===== src/rtl/im_loader_pkg.sv =====
// im_loader_pkg: loader state encodings, checksum seed and default load address
package im_loader_pkg;

    typedef enum logic [2:0] {
        S_IDLE   = 3'd0,
        S_LEN_HI = 3'd1,
        S_LEN_LO = 3'd2,
        S_DATA   = 3'd3,
        S_CHECK  = 3'd4,
        S_DONE   = 3'd5,
        S_ERR    = 3'd6
    } ldr_state_e;

    localparam logic [7:0]  CHK_SEED      = 8'h00;
    localparam logic [15:0] DEF_BASE_ADDR = 16'h0000;

    function automatic logic is_loading(input ldr_state_e s);
        return s inside {S_LEN_HI, S_LEN_LO, S_DATA, S_CHECK};
    endfunction

endpackage


===== src/rtl/im_loader_pack.sv =====
// ldr_pack: packs big-endian bytes into 32-bit words and accumulates the XOR checksum
module ldr_pack
    import im_loader_pkg::*;
(
    input  logic        clk,
    input  logic        rst,
    input  logic        clr,
    input  logic        byte_en,
    input  logic [7:0]  byte_in,
    output logic        word_valid,
    output logic [31:0] word,
    output logic [7:0]  chk
);

    logic [1:0]  cnt_q, cnt_d;
    logic [31:0] shift_q, shift_d;
    logic [7:0]  chk_q, chk_d;

    always_comb begin
        cnt_d      = clr ? 2'd0 : byte_en ? cnt_q + 2'd1 : cnt_q;
        shift_d    = clr ? 32'd0 : byte_en ? {shift_q[23:0], byte_in} : shift_q;
        chk_d      = clr ? CHK_SEED : byte_en ? chk_q ^ byte_in : chk_q;
        word_valid = byte_en && cnt_q == 2'd3;
        word       = {shift_q[23:0], byte_in};
        chk        = chk_q;
    end

    always_ff @(posedge clk or posedge rst) begin
        if (rst) begin
            cnt_q   <= 2'd0;
            shift_q <= 32'd0;
            chk_q   <= CHK_SEED;
        end else begin
            cnt_q   <= cnt_d;
            shift_q <= shift_d;
            chk_q   <= chk_d;
        end
    end

endmodule


===== src/rtl/im_loader.sv =====
// im_loader: receives a length-prefixed checksummed byte frame and writes it into instruction memory
module im_loader
    import im_loader_pkg::*;
#(
    parameter int                ADDR_W    = 16,
    parameter logic [ADDR_W-1:0] BASE_ADDR = ADDR_W'(DEF_BASE_ADDR)
) (
    input  logic              clk,
    input  logic              rst,
    input  logic              start,
    input  logic [7:0]        rx_data,
    input  logic              rx_valid,
    output logic              rx_ready,
    output logic              im_we,
    output logic [ADDR_W-1:0] im_addr,
    output logic [31:0]       im_wdata,
    output logic              busy,
    output logic              done,
    output logic              err,
    output logic              cpu_hold
);

    ldr_state_e        state_q, state_d;
    logic [15:0]       len_q, len_d, widx_q, widx_d;
    logic              rx_ready_q, rx_ready_d, im_we_q, im_we_d;
    logic [ADDR_W-1:0] im_addr_q, im_addr_d;
    logic [31:0]       im_wdata_q, im_wdata_d;
    logic              busy_q, busy_d, done_q, done_d, err_q, err_d, cpu_hold_q, cpu_hold_d;
    logic              xfer, clr, byte_en, word_valid;
    logic [31:0]       word;
    logic [7:0]        chk;

    assign xfer = rx_valid && rx_ready_q;

    ldr_pack u_pack (
        .clk        (clk),
        .rst        (rst),
        .clr        (clr),
        .byte_en    (byte_en),
        .byte_in    (rx_data),
        .word_valid (word_valid),
        .word       (word),
        .chk        (chk)
    );

    always_comb begin
        state_d = state_q;
        len_d   = len_q;
        widx_d  = widx_q;
        clr     = 1'b0;
        byte_en = 1'b0;
        unique case (state_q)
            S_IDLE, S_DONE, S_ERR: if (start) begin
                state_d = S_LEN_HI;
                clr     = 1'b1;
                widx_d  = 16'd0;
            end
            S_LEN_HI: if (xfer) begin
                len_d[15:8] = rx_data;
                state_d     = S_LEN_LO;
            end
            S_LEN_LO: if (xfer) begin
                len_d[7:0] = rx_data;
                state_d    = (len_q[15:8] != 8'd0 || rx_data != 8'd0) ? S_DATA : S_CHECK;
            end
            S_DATA: begin
                byte_en = xfer;
                if (word_valid) begin
                    widx_d  = widx_q + 16'd1;
                    state_d = (widx_q == len_q - 16'd1) ? S_CHECK : S_DATA;
                end
            end
            S_CHECK: if (xfer) state_d = (rx_data == chk) ? S_DONE : S_ERR;
            default: state_d = S_IDLE;
        endcase
        // Status outputs are registered copies of what the next state implies
        rx_ready_d = is_loading(state_d);
        busy_d     = is_loading(state_d);
        cpu_hold_d = is_loading(state_d) || state_d == S_ERR;
        done_d     = state_d == S_DONE;
        err_d      = state_d == S_ERR;
        im_we_d    = word_valid;
        im_addr_d  = word_valid ? BASE_ADDR + ADDR_W'(widx_q) : im_addr_q;
        im_wdata_d = word_valid ? word : im_wdata_q;
    end

    always_ff @(posedge clk or posedge rst) begin
        if (rst) begin
            state_q    <= S_IDLE;
            len_q      <= 16'd0;
            widx_q     <= 16'd0;
            rx_ready_q <= 1'b0;
            im_we_q    <= 1'b0;
            im_addr_q  <= '0;
            im_wdata_q <= 32'd0;
            busy_q     <= 1'b0;
            done_q     <= 1'b0;
            err_q      <= 1'b0;
            cpu_hold_q <= 1'b0;
        end else begin
            state_q    <= state_d;
            len_q      <= len_d;
            widx_q     <= widx_d;
            rx_ready_q <= rx_ready_d;
            im_we_q    <= im_we_d;
            im_addr_q  <= im_addr_d;
            im_wdata_q <= im_wdata_d;
            busy_q     <= busy_d;
            done_q     <= done_d;
            err_q      <= err_d;
            cpu_hold_q <= cpu_hold_d;
        end
    end

    assign rx_ready = rx_ready_q;
    assign im_we    = im_we_q;
    assign im_addr  = im_addr_q;
    assign im_wdata = im_wdata_q;
    assign busy     = busy_q;
    assign done     = done_q;
    assign err      = err_q;
    assign cpu_hold = cpu_hold_q;

endmodule


===== config.mk =====
export PLATFORM = sky130hd
export DESIGN_NAME = im_loader
export DESIGN_NICKNAME = d
export VERILOG_FILES = /design/src/rtl/im_loader_pkg.sv /design/src/rtl/im_loader_pack.sv /design/src/rtl/im_loader.sv
export SDC_FILE = /design/constraint.sdc
export NUM_CORES = 1
export LEC_CHECK = 0
export BUFFER_PORTS_ARGS = -buffer_cell sky130_fd_sc_hd__buf_4
export CORE_MARGIN = 1
export CORE_UTILIZATION = 50
export DETAILED_ROUTE_END_ITERATION = 8
export PLACE_DENSITY = 0.77
export SLEW_MARGIN = 25
export SYNTH_ARGS = -nofsm -noshare
export SYNTH_HDL_FRONTEND = slang
export SYNTH_SLANG_ARGS = --single-unit

===== constraint.sdc =====
create_clock -name clk -period 6.4 [get_ports clk]
set_input_delay 0.64 -clock clk [delete_from_list [all_inputs] [get_ports clk]]
set_output_delay 0.64 -clock clk [all_outputs]
set_load 0.02 [all_outputs]

Word level (Yosys, flattened, before mapping)
Index checks and enable logic that the tools add are counted.
{"block": "totals", "ff_bits": 122, "latch_bits": 0, "mem_bits_rw": 0, "mem_bits_ro": 0, "input_bits": 12, "out_inout_bits": 54, "word_cells": 70, "n_memories": 0}
{"block": "classes", "n_addsub": 3, "multipliers": 0, "div_mod_pow": 0, "order_cmp": 0, "n_eq_ne": 17, "shifts": 0, "n_mux": 21, "n_bitwise": 1, "n_reduce_logical": 14}
{"cell": "two-way mux 24 bit", "n": 2}
{"cell": "two-way mux 16 bit", "n": 2}
{"cell": "case mux 16 bit (2 select lines)", "n": 1}
{"cell": "two-way mux 3 bit", "n": 7}
{"cell": "equality test 3 bit (second input constant)", "n": 6}
{"cell": "adder 16 x 1 -> 16 bit (second input constant)", "n": 1}
{"cell": "equality test 16 bit", "n": 1}
{"cell": "two-way mux 8 bit", "n": 2}
{"cell": "nonzero test 8 bit", "n": 2}
{"cell": "subtractor 16 x 1 -> 16 bit (second input constant)", "n": 1}
{"cell": "case mux 3 bit (5 select lines)", "n": 1}
{"cell": "equality test 3 x 2 -> 1 bit (second input constant)", "n": 4}
{"cell": "equality test 8 bit", "n": 1}
{"cell": "bitwise XOR 8 bit", "n": 1}
{"cell": "equality test 3 x 1 -> 1 bit (second input constant)", "n": 2}
{"cell": "two-way mux 2 bit", "n": 3}
{"cell": "inequality test 2 bit (second input constant)", "n": 2}
{"cell": "AND reduction 2 bit", "n": 2}
{"cell": "nonzero test 2 bit", "n": 2}
{"cell": "nonzero test 4 bit", "n": 1}
{"cell": "logical NOT 3 bit", "n": 1}
{"cell": "two-way mux 1 bit", "n": 3}
{"cell": "AND reduction 3 bit", "n": 1}
{"cell": "OR reduction 3 bit", "n": 1}
{"cell": "4 further kinds", "n": 6}

Depth between registers and ports, before layout
Gate-level depths: netlist of run 1.
{"block": "depth", "word_depth": 8, "depth_mapped": 9, "mapped_depth_nobuf": 8}

Cells and area by module
A second synthesis of run 1 with hierarchy kept.
{"block": "unflattened", "hier_cells": 504, "hier_area_um2": 5921.9}
{"module": "im_loader", "n_inst": 1, "cells_each": 374, "area_each_um2": 4361.7, "seq_area_each_um2": 2202.1}
{"module": "ldr_pack", "n_inst": 1, "cells_each": 130, "area_each_um2": 1560.2, "seq_area_each_um2": 850.8}

Worst setup path before layout of run 1
OpenSTA, ideal clock, no wires.
{"block": "synth_path", "kind": "reg-to-reg", "start": "register len_q[0]", "end": "register state_q[0]", "setup_time_ps": 136, "t_arrival_ps": 2316, "required_ps": 6264, "slack_ps": 3948, "stages_incl_launch_ff": 9, "path_buffers": 0, "period_less_slack_ps": 2452, "cell_sequence": "dfrtp_1 inv_1 ha_1 nor3b_2 a21oi_1 or4_1 a2111o_1 nor4_2 a211oi_1"}
{"block": "synth_via", "elab_chain_cells": 5}
{"element": "start: declaration", "line": "im_loader.sv:24", "text": "logic [15:0] len_q, len_d, widx_q, widx_d;"}
{"element": "start signal: assignment", "line": "im_loader.sv:102", "text": "len_q <= len_d;"}
{"element": "subtractor 16 x 1 -> 16 bit", "line": "im_loader.sv:70", "text": "state_d = (widx_q == len_q - 16'd1) ? S_CHECK : S_DATA;"}
{"element": "equality test 16 bit", "line": "im_loader.sv:70"}
{"element": "two-way mux 3 bit", "line": "im_loader.sv:70"}
{"element": "two-way mux 3 bit", "line": "im_loader.sv:68", "text": "if (word_valid) begin"}
{"element": "case mux 3 bit (5 select lines)", "line": "im_loader.sv:52", "text": "unique case (state_q)"}
{"element": "via state_d[0]", "line": "im_loader.sv:23", "text": "ldr_state_e state_q, state_d;"}
{"element": "end signal: assignment", "line": "im_loader.sv:101", "text": "state_q <= state_d;"}
{"element": "end: declaration", "line": "im_loader.sv:23"}
The timed path passes the listed nets, and every way through them passes these cells.
A chain may end at the register's enable or synchronous reset.

Final worst setup path of run 1
{"block": "layout_path", "start": "register len_q[0]", "end": "register state_q[2]"}
Same word-level chain as after synthesis.

==> flow_metrics.py, run 1 <==
metrics = {
    "run_status": {
        "status": "complete, no violations",
    },
    "placed_design": {
        "place_ws_ns": 3.33,
        "portBuffers": 65,
        "placed_area_um2": 6240,
        "numPlacedInstances": 797,
        "dpl.hpwl_um": 8580,
        "globalplace.congestion": 0.898,
    },
    "floorplan": {
        "fp.dieW_um": 109,
        "initial_core_util_pct": 52.0,
        "core_um2": 10900,
        "die-area_um2": 11800,
        "io_pins": 66,
        "rows": 38,
        "die_y_um": 109,
    },
    "layout": {
        "multi_input_area_um2": 2450,
        "post-route-util_pct": 62.5,
        "antennaDiodeCount": 0,
        "fillerInstances": 900,
        "instances_no_fill": 829,
        "nets": 691,
        "final-seq-area_um2": 3050,
        "syn_to_final_growth_pct": 20.3,
        "drive_above_1_share_pct": 17.4,
        "fin_area_um2": 6840,
    },
    "sta": {
        "rsz0062_at_grt": "false",
        "layout_min_cycle_time_ns": 2.81,
        "finalHoldViolations": 0,
        "clock-skew-final_ns": 0.00575,
        "timing.final.crit_share_pct": 43.8,
        "finalSetupTns_ns": 0,
        "finalMaxSlewViolations": 0,
        "tightest_slew_ns": 0.950,
        "fmax_ghz": 0.356,
        "maxSlewHeadroom_pct": 36.2,
        "setup-violations-final": 0,
        "setup_ws_ns": 3.59,
    },
    "logic_synthesis": {
        "yosysWarnings": 0,
        "ys_types": 53,
        "syn-num-nets": 636,
        "postSynthCellCount": 621,
        "synth_common_cells": "nand2_1 (211), dfrtp_1 (122), nor2_1 (42)",
        "yosysMostFrequentCell": "nand2_1",
        "synth_area_leader_cell": "dfrtp_1",
        "syn_area_um2": 5680,
        "ys_ff_latch": 122,
        "synth_edf_count": 0,
        "synth_top_area_share_pct": 53.7,
        "synthFlopType": "dfrtp_1",
        "yosysSeqAreaShare_pct": 53.7,
        "async_flop_share_pct": 100,
        "netlist_top_cells_area": "dfrtp_1 (54%), nand2_1 (14%), xor2_1 (4.6%)",
        "syn_avg_cell_area_um2": 9.15,
    },
    "grt": {
        "antenna_found_initial": 0,
        "globalRouteTotalUtil_pct": 24.1,
        "grt_pass1_wl_um": 21600,
        "gr-total-overflow": 0,
        "grt_max_degree": 83,
        "grt_pass1_vias": 4365,
    },
    "routing": {
        "ant_nets": 0,
        "first_iter_violations": 267,
        "finalWirelength_um": 12900,
        "drt_first_pass_iters": 5,
        "wire_per_inst_um": 15.6,
        "drc": 0,
        "vias": 4552,
        "vias_per_cell": 5.49,
    },
    "clocking": {
        "cts_buffers": 17,
        "h-tree-depth": 4,
        "clk_path_buf_depth": 2,
        "cts_resized": 0,
        "post_cts_buffers": 0,
        "ctsHoldBuffers": 0,
        "cts_tree": "yes",
        "path_clk_slew_ns": 0.05,
        "cts_root_buffer": "clkbuf_16",
        "insertion_delay_ns": 0.41,
        "cts_sinks": 122,
    },
    "critical_path": {
        "path_class": "reg2reg",
        "r2r_start": "len_q[0]",
        "arrival_ns": 3.15,
        "cp-end-kind": "flip-flop",
        "cp_max_fo": 10,
        "rr_endpoint": "state_q[2]",
        "reg2reg_depth": 8,
        "cp-start-kind": "flip-flop",
        "r2r_slack_ns": 3.59,
        "required_ns": 6.75,
    },
    "power": {
        "p_leak_uw": 0.00334,
        "powerDensity_nw_per_um2": 404,
        "ir_drop_v": 0.000248,
    },
    "flow_run": {
        "drv_cap": 0,
    },
    "min_path": {
        "hp-class": "in2async",
    },
}
-- final cells by class --
cell class                      instances  area share [%]
Sequential cell                       122            44.6
Multi-Input combinational cell        454            35.8
Timing Repair Buffer                   70            7.74
Clock buffer                           22            6.93
Tap cell                              140            2.56
Clock inverter                         10            1.68
Inverter                               11           0.640
-- through the flow --
step | hold WS (ns) | power, µW
global route | 0.309 | 2920
finish | 0.273 | 2770
detailed placement | 0.457 | 1820
floorplan | 0.439 | 1620
global placement | 0.453 | 1800
CTS | 0.283 | 2770
-- state kept, by name, indices dropped and copies added (netlist names), 2 cells and up --
| signal | cells |
|---|---|
| widx_q | 16 |
| u_pack.cnt_q | 2 |
| im_addr | 16 |
| len_q | 16 |
| im_wdata | 32 |
| state_q | 3 |
| u_pack.shift_q | 24 |
| u_pack.chk | 8 |
-- layout by cell type, fill, tap and decap left out, drive strengths merged, types with 2 or more instances in the layout --
master    count
nand3b        2
dfrtp       122
or4           5
clkbuf       22
clkinv        5
inv          11
nor2b         3
nor3          9
nand4         7
or2           2
ha            3
nor4         12
nand3        11
mux2         12
mux2i         3
nor4b         4
nor3b         4
a21oi        37
clkinvlp      3
bufinv        2
xor2         30
buf          70
o21ai        12
a211oi        2
nor2         42
a311oi        2
nand2       211
a221o         2
xnor2        20
-- layer usage --
metal | part of all wire (%) | up-vias | track usage, % | wire length (µm)
li1 | - | 2170 | - | -
met3 | 5.0 | 31 | 4.90 | 649
met1 | 46 | 2213 | 34.2 | 5980
met4 | 2.4 | 0 | 11.6 | 315
met2 | 46 | 138 | 35.2 | 5990
met5 | 0 | - | 0 | 0
-- cell families after synthesis --
logic type      synth area share (%)
mux                             2.91
buf+inv                         3.24
xor+xnor                        7.71
compound gates                  6.94
simple gates                    24.7
flops                           53.7
fa+ha+maj                      0.837
-- worst max-delay path, stage by stage, from the launching register on --
cell      delay, ns
dfrtp_1        0.42
inv_1          0.10
ha_1           0.25
nor3b_2        0.55
a21oi_1        0.14
or4_1          0.51
a2111o_1       0.31
nor4_2         0.31
or2_1          0.16
-- power breakdown --
part           internal (µW)  switching (µW)
registers                944             186
logic                    300             401
clock network            603             331
total                   1850             918
-- worst max-delay path by stage --
stage | from | end | slack, ns | cells past startpoint
finish | len_q[0] | state_q[2] | 3.59 | 8
global route | len_q[0] | state_q[2] | 3.38 | 8
CTS | state_q[2] | widx_q[10] | 3.45 | 7
detailed placement | rx_valid | widx_q[14] | 3.33 | 8
global placement | rx_valid | state_q[0] | 3.43 | 7
floorplan | rst | busy | 2.52 | 1
Note: power is estimated with default switching activity, not from simulation.
==> inputs of run 2 (changes only) <==
--- a/config.mk
+++ b/config.mk
@@ -9,7 +9,7 @@
 export CORE_MARGIN = 1
 export CORE_UTILIZATION = 50
 export DETAILED_ROUTE_END_ITERATION = 8
-export PLACE_DENSITY = 0.77
+export PLACE_DENSITY = 0.8
 export SLEW_MARGIN = 25
 export SYNTH_ARGS = -nofsm -noshare
 export SYNTH_HDL_FRONTEND = slang
==> constraint.sdc (replaced) <==
create_clock -name clk -period 2.5 [get_ports clk]
set_input_delay 0.25 -clock clk [delete_from_list [all_inputs] [get_ports clk]]
set_output_delay 0.25 -clock clk [all_outputs]
set_load 0.02 [all_outputs]
==> run 2 against run 1 <==
Worst setup slack worse by 3.5 ns. Routed wire length rose by 3.4%. Power rose to 2.6 times the previous value. Via count increased by 1.8%. Fmax up 17%. Largest power group unchanged. Register-to-register slack worse by 3.5 ns. Die area did not move. Global-route usage is 0.80 points higher.
==> flow_metrics.py, run 2 (same netlist as run 1, synthesis figures left out) <==
metrics = {
    "power": {
        "p_total_uw": 7220,
        "p_comb_share_pct": 27.5,
        "switching_power_uw": 2450,
        "internal-power_uw": 4770,
        "power_frac_clock_pct": 32.8,
        "p_seq_share_pct": 39.7,
        "p_sw_share_pct": 33.9,
        "p_leak_uw": 0.00340,
        "powerDensity_nw_per_um2": 1040,
        "ir_drop_v": 0.000526,
    },
    "clocking": {
        "cts_sinks": 122,
        "h-tree-depth": 4,
        "ctsHoldBuffers": 0,
        "path_clk_slew_ns": 0.05,
        "cts_tree": "yes",
        "cts_root_buffer": "clkbuf_16",
        "insertion_delay_ns": 0.42,
        "post_cts_buffers": 0,
        "cts_buffers": 17,
        "clk_path_buf_depth": 2,
    },
    "sta": {
        "hold_ws_ns": 0.00621,
        "finalMaxSlewViolations": 0,
        "rsz0062_at_grt": "false",
        "finalHoldViolations": 0,
        "tightest_slew_ns": 0.862,
        "finalSetupTns_ns": 0,
        "clock-skew-final_ns": 0.00842,
        "layout_min_cycle_time_ns": 2.41,
        "setup-violations-final": 0,
        "timing.final.crit_share_pct": 96.2,
        "maxSlewHeadroom_pct": 42.4,
        "fmax_ghz": 0.416,
    },
    "floorplan": {
        "die-area_um2": 11800,
        "initial_core_util_pct": 52.0,
        "io_pins": 66,
        "fp.dieW_um": 109,
        "die_y_um": 109,
        "rows": 38,
        "core_um2": 10900,
    },
    "placed_design": {
        "globalplace.congestion": 0.895,
        "numPlacedInstances": 809,
        "dpl.hpwl_um": 8990,
        "placed_area_um2": 6360,
        "portBuffers": 65,
    },
    "layout": {
        "nets": 703,
        "fillerInstances": 890,
        "drive_above_1_share_pct": 19.3,
        "mostFrequentLayoutCells": "nand2_1 (211), dfrtp_1 (122), buf_4 (79)",
        "final_common_cell": "nand2_1",
        "largest_register_ffs": 32,
        "antennaDiodeCount": 0,
        "fin_area_um2": 6970,
        "syn_to_final_growth_pct": 22.6,
        "instances_no_fill": 841,
    },
    "routing": {
        "wire_per_inst_um": 15.9,
        "vias": 4634,
        "ant_nets": 0,
        "vias_per_cell": 5.51,
        "finalWirelength_um": 13400,
        "first_iter_violations": 466,
        "drc": 0,
        "drt_first_pass_iters": 7,
    },
    "critical_path": {
        "slowest_delay_ns": 0.56,
        "arrival_ns": 2.75,
        "crit_slowest_cell": "or4_1",
        "cp-start-kind": "flip-flop",
        "cp-end-kind": "flip-flop",
        "required_ns": 2.84,
        "path_class": "reg2reg",
        "path_cells": "or4_1, nor3_1, nand3_1, a221o_1, a211oi_2, mux2i_1",
        "cp_max_fo": 5,
    },
    "run_status": {
        "status": "complete, no violations",
    },
    "grt": {
        "globalRouteTotalUtil_pct": 24.9,
        "grt_max_degree": 55,
        "gr-total-overflow": 0,
        "grt-busiest-layer": "met2",
        "grt_pass1_vias": 4499,
        "gr-usage-met1_pct": 33.8,
        "grtUsageMet2_pct": 38.4,
        "grt_pass1_wl_um": 22300,
        "use_met3_pct": 5.38,
        "antenna_found_initial": 0,
    },
    "min_path": {
        "hp-class": "in2async",
    },
    "flow_run": {
        "drv_cap": 0,
    },
}
[run 2: cell count changes in the layout (fill, tap and decap cells not counted), moves of 2 or more]
cell	previous run	this run
buf_12	0	2
a21oi_2	0	2
clkbuf_1	2	4
buf_4	69	79
a21oi_1	37	35
clkbuf_8	3	1
[run 2: path summary, 6_finish.rpt]
path / from / endpoint / slack [ns] / cells past startpoint
worst max-delay path: len_q[9] / busy / 0.09 / 6
worst min-delay path: rst / im_wdata[19] / 0.006 / 2
worst max register to register: len_q[9] / busy / 0.09 / 6
worst min register to register: u_pack.shift_q[22] / im_wdata[30] / 0.46 / 2
max in group asynchronous: rst / len_q[0] / 1.78 / 3
min in group clk: rx_data[3] / im_wdata[3] / 0.10 / 3
[run 2: through the flow]
stage	setup WS (ns)	utilization, %
6_report	0.0940	63.7
5_1_grt	0.0178	63.7
4_1_cts	0.0263	63.6
3_5_place_dp	-0.0221	58.2
3_3_place_gp	0.137	58.2
2_1_floorplan	0.0478	-
[run 2: area by class of cell]
type	instances	area, µm²	area share (%)
multi-input combinational	454	2480	35.6
inverter	11	45.0	0.646
timing repair buffer	82	644	9.25
tap	140	175	2.51
clock inverter	10	119	1.71
sequential	122	3050	43.8
clock buffer	22	454	6.52
[run 2: worst max-delay path, delay by kind of cell (launching register included)]
| family | cells | cell delay (ns) |
|---|---|---|
| and+or+nand+nor | 3 | 1.03 |
| AOI/OAI and AO/OA | 2 | 0.66 |
| DFF | 1 | 0.44 |
| muxes | 1 | 0.21 |
[run 2: power by group through the flow]
stage	Clock [µW]	Combinational (µW)	Sequential (µW)
2_1_floorplan	0	1320	2830
3_3_place_gp	0	1850	2850
3_5_place_dp	0	1920	2880
4_1_cts	2380	1960	2850
5_1_grt	2490	2180	2920
6_report	2370	1990	2860
[run 2: timing repair]
item,4_1_cts,5_1_grt
resized for setup,3,4
endpoints found under the setup margin,4,7
pin swaps,0,1
endpoints found under the hold margin,0,0
[run 2: routing by layer]
metal  wire, µm  up-vias
met5          0        -
met4        300        0
met3        778       28
met2       6340      176
met1       5950     2233
li1           -     2197
==> inputs of run 3 (changes only) <==
--- a/config.mk
+++ b/config.mk
@@ -6,10 +6,12 @@
 export NUM_CORES = 1
 export LEC_CHECK = 0
 export BUFFER_PORTS_ARGS = -buffer_cell sky130_fd_sc_hd__buf_4
-export CORE_MARGIN = 1
-export CORE_UTILIZATION = 50
+export CELL_PAD_IN_SITES_DETAIL_PLACEMENT = 1
+export CELL_PAD_IN_SITES_GLOBAL_PLACEMENT = 2
+export CORE_ASPECT_RATIO = 2
+export CORE_UTILIZATION = 33
 export DETAILED_ROUTE_END_ITERATION = 8
-export PLACE_DENSITY = 0.8
+export PLACE_DENSITY = 0.83
 export SLEW_MARGIN = 25
 export SYNTH_ARGS = -nofsm -noshare
 export SYNTH_HDL_FRONTEND = slang
==> run 3 against run 2 <==
Power grew 4.7%. Register-to-register slack gained 0.02 ns. Critical path depth grew 2. First-iteration DRC count shrank 70%. Via count shrank 0.19%. Clock skew shrank 0.0016 ns. Clock power grew 8%. Flip-flop and latch count is the same.
==> flow_metrics.py, run 3 (same netlist as run 1, synthesis figures left out) <==
metrics = {
    "critical_path": {
        "reg2reg_depth": 8,
        "rr_endpoint": "state_q[1]",
        "r2r_slack_ns": 0.12,
        "cp-end-kind": "flip-flop",
        "r2r_start": "len_q[0]",
        "cp-startpoint": "len_q[0]",
        "cp_max_fo": 9,
        "required_ns": 2.79,
        "cp-start-kind": "flip-flop",
        "arrival_ns": 2.67,
        "path_class": "reg2reg",
    },
    "grt": {
        "antenna_found_initial": 0,
        "grt_pass1_vias": 5220,
        "grt_pass1_wl_um": 26400,
        "grt_max_degree": 55,
        "gr-total-overflow": 0,
        "globalRouteTotalUtil_pct": 19.6,
    },
    "min_path": {
        "hold-path-endpoint": "im_wdata[7]",
        "holdPathStages": 3,
        "min_from": "rx_data[7]",
        "hp-class": "in2reg",
    },
    "run_status": {
        "status": "complete, no violations",
    },
    "floorplan": {
        "core_um2": 16800,
        "fp.dieW_um": 94.8,
        "rows": 67,
        "die-area_um2": 17800,
        "initial_core_util_pct": 33.9,
        "die_y_um": 188,
        "io_pins": 66,
    },
    "routing": {
        "drt_first_pass_iters": 4,
        "wire_per_inst_um": 17.0,
        "route.top_layer_used": "met4",
        "drt-met1-wl_um": 5920,
        "vias_per_cell": 5.04,
        "vias": 4625,
        "ant_nets": 0,
        "met2_length_um": 8550,
        "first_iter_violations": 138,
        "drc": 0,
        "wl_met3_um": 463,
        "finalWirelength_um": 15600,
    },
    "sta": {
        "clock-skew-final_ns": 0.00685,
        "fmax_ghz": 0.420,
        "finalMaxSlewViolations": 0,
        "finalHoldViolations": 0,
        "setup_ws_ns": 0.119,
        "setup-violations-final": 0,
        "rsz0062_at_grt": "false",
        "tightest_slew_ns": 0.527,
        "layout_min_cycle_time_ns": 2.38,
        "maxSlewHeadroom_pct": 64.9,
        "timing.final.crit_share_pct": 95.3,
    },
    "layout": {
        "nets": 713,
        "antennaDiodeCount": 0,
        "drive_above_1_share_pct": 21.1,
        "mostFrequentLayoutCells": "nand2_1 (211), dfrtp_1 (122), buf_4 (87)",
        "syn_to_final_growth_pct": 26.7,
        "final_common_cell": "nand2_1",
        "fin_area_um2": 7200,
        "largest_register_ffs": 32,
    },
    "clocking": {
        "cts_tree": "yes",
        "cts_root_buffer": "clkbuf_16",
        "insertion_delay_ns": 0.43,
        "clk_path_buf_depth": 2,
        "h-tree-depth": 4,
        "cts_sinks": 122,
        "path_clk_slew_ns": 0.06,
        "cts_buffers": 17,
    },
    "placed_design": {
        "placed_area_um2": 6520,
        "globalplace.congestion": 0.907,
        "dpl.hpwl_um": 11100,
        "portBuffers": 65,
        "place_ws_ns": -0.124,
    },
    "power": {
        "ir_drop_v": 0.000579,
        "p_leak_uw": 0.00348,
        "powerDensity_nw_per_um2": 1050,
    },
    "flow_run": {
        "drv_cap": 0,
    },
}
==> run 3: cell count changes in the layout (fill, tap and decap cells not counted), sizes merged <==
| cell | delta |
|---|---|
| inv | +5 |
| clkbuf | -5 |
| bufinv | +1 |
| buf | +9 |
| clkinv | +1 |
| dlygate4sd3 | +1 |
| clkinvlp | -2 |
==> run 3: timing repair <==
action                                  CTS  global route
endpoints found under the setup margin   11            15
endpoints found under the hold margin    20             0
setup buffers                             0             1
pin swaps                                 1             1
hold buffers                              1             0
resized for setup                         7             4
==> run 3: how the worst max path moves through the flow <==
stage / end / cells past startpoint
detailed placement: state_q[0] / 8
floorplan: state_q[0] / 8
global placement: state_q[0] / 8
finish: state_q[1] / 8
global route: state_q[0] / 7
CTS: state_q[0] / 8
==> run 3: report_power, final <==
part           internal [µW]  switching, µW
Clock                   1590            975
Combinational            955           1220
Sequential              2420            409
==> run 3: per-layer routing <==
metal,vias up,GRT usage (%)
li1,2202,-
met1,2289,20.5
met2,94,35.4
met3,40,3.49
met5,-,0
met4,0,11.3
==> run 3: cell type report <==
type / instances / area, µm²
Fill cell: 1965 / 9570
Sequential cell: 122 / 3050
Multi-Input combinational cell: 454 / 2490
Timing Repair Buffer: 92 / 734
Clock buffer: 17 / 425
Tap cell: 207 / 259
Clock inverter: 15 / 189
Inverter: 11 / 45.0
==> run 3: worst max-delay path: stages (launching register included) <==
cell and delay, ns:
dfrtp_1 0.39, buf_4 0.15, nor4_2 0.38, buf_12 0.18, xor2_1 0.06, nor4_1 0.36, o32ai_1 0.23, nor4_4 0.38
nor3_1 0.11
==> run 3: metrics by stage <==
stage	TNS [ns]	total power, µW	util, %	hold WS [ns]	instances
after detailed placement	-1.05	4950	38.9	0.322	884
after global routing	0	8000	42.9	0.117	918
after CTS	0	7630	42.8	0.110	917
after floorplan	0	4160	-	0.355	621
after global placement	-0.109	4850	38.9	0.301	884
final	0	7560	42.9	0.121	918
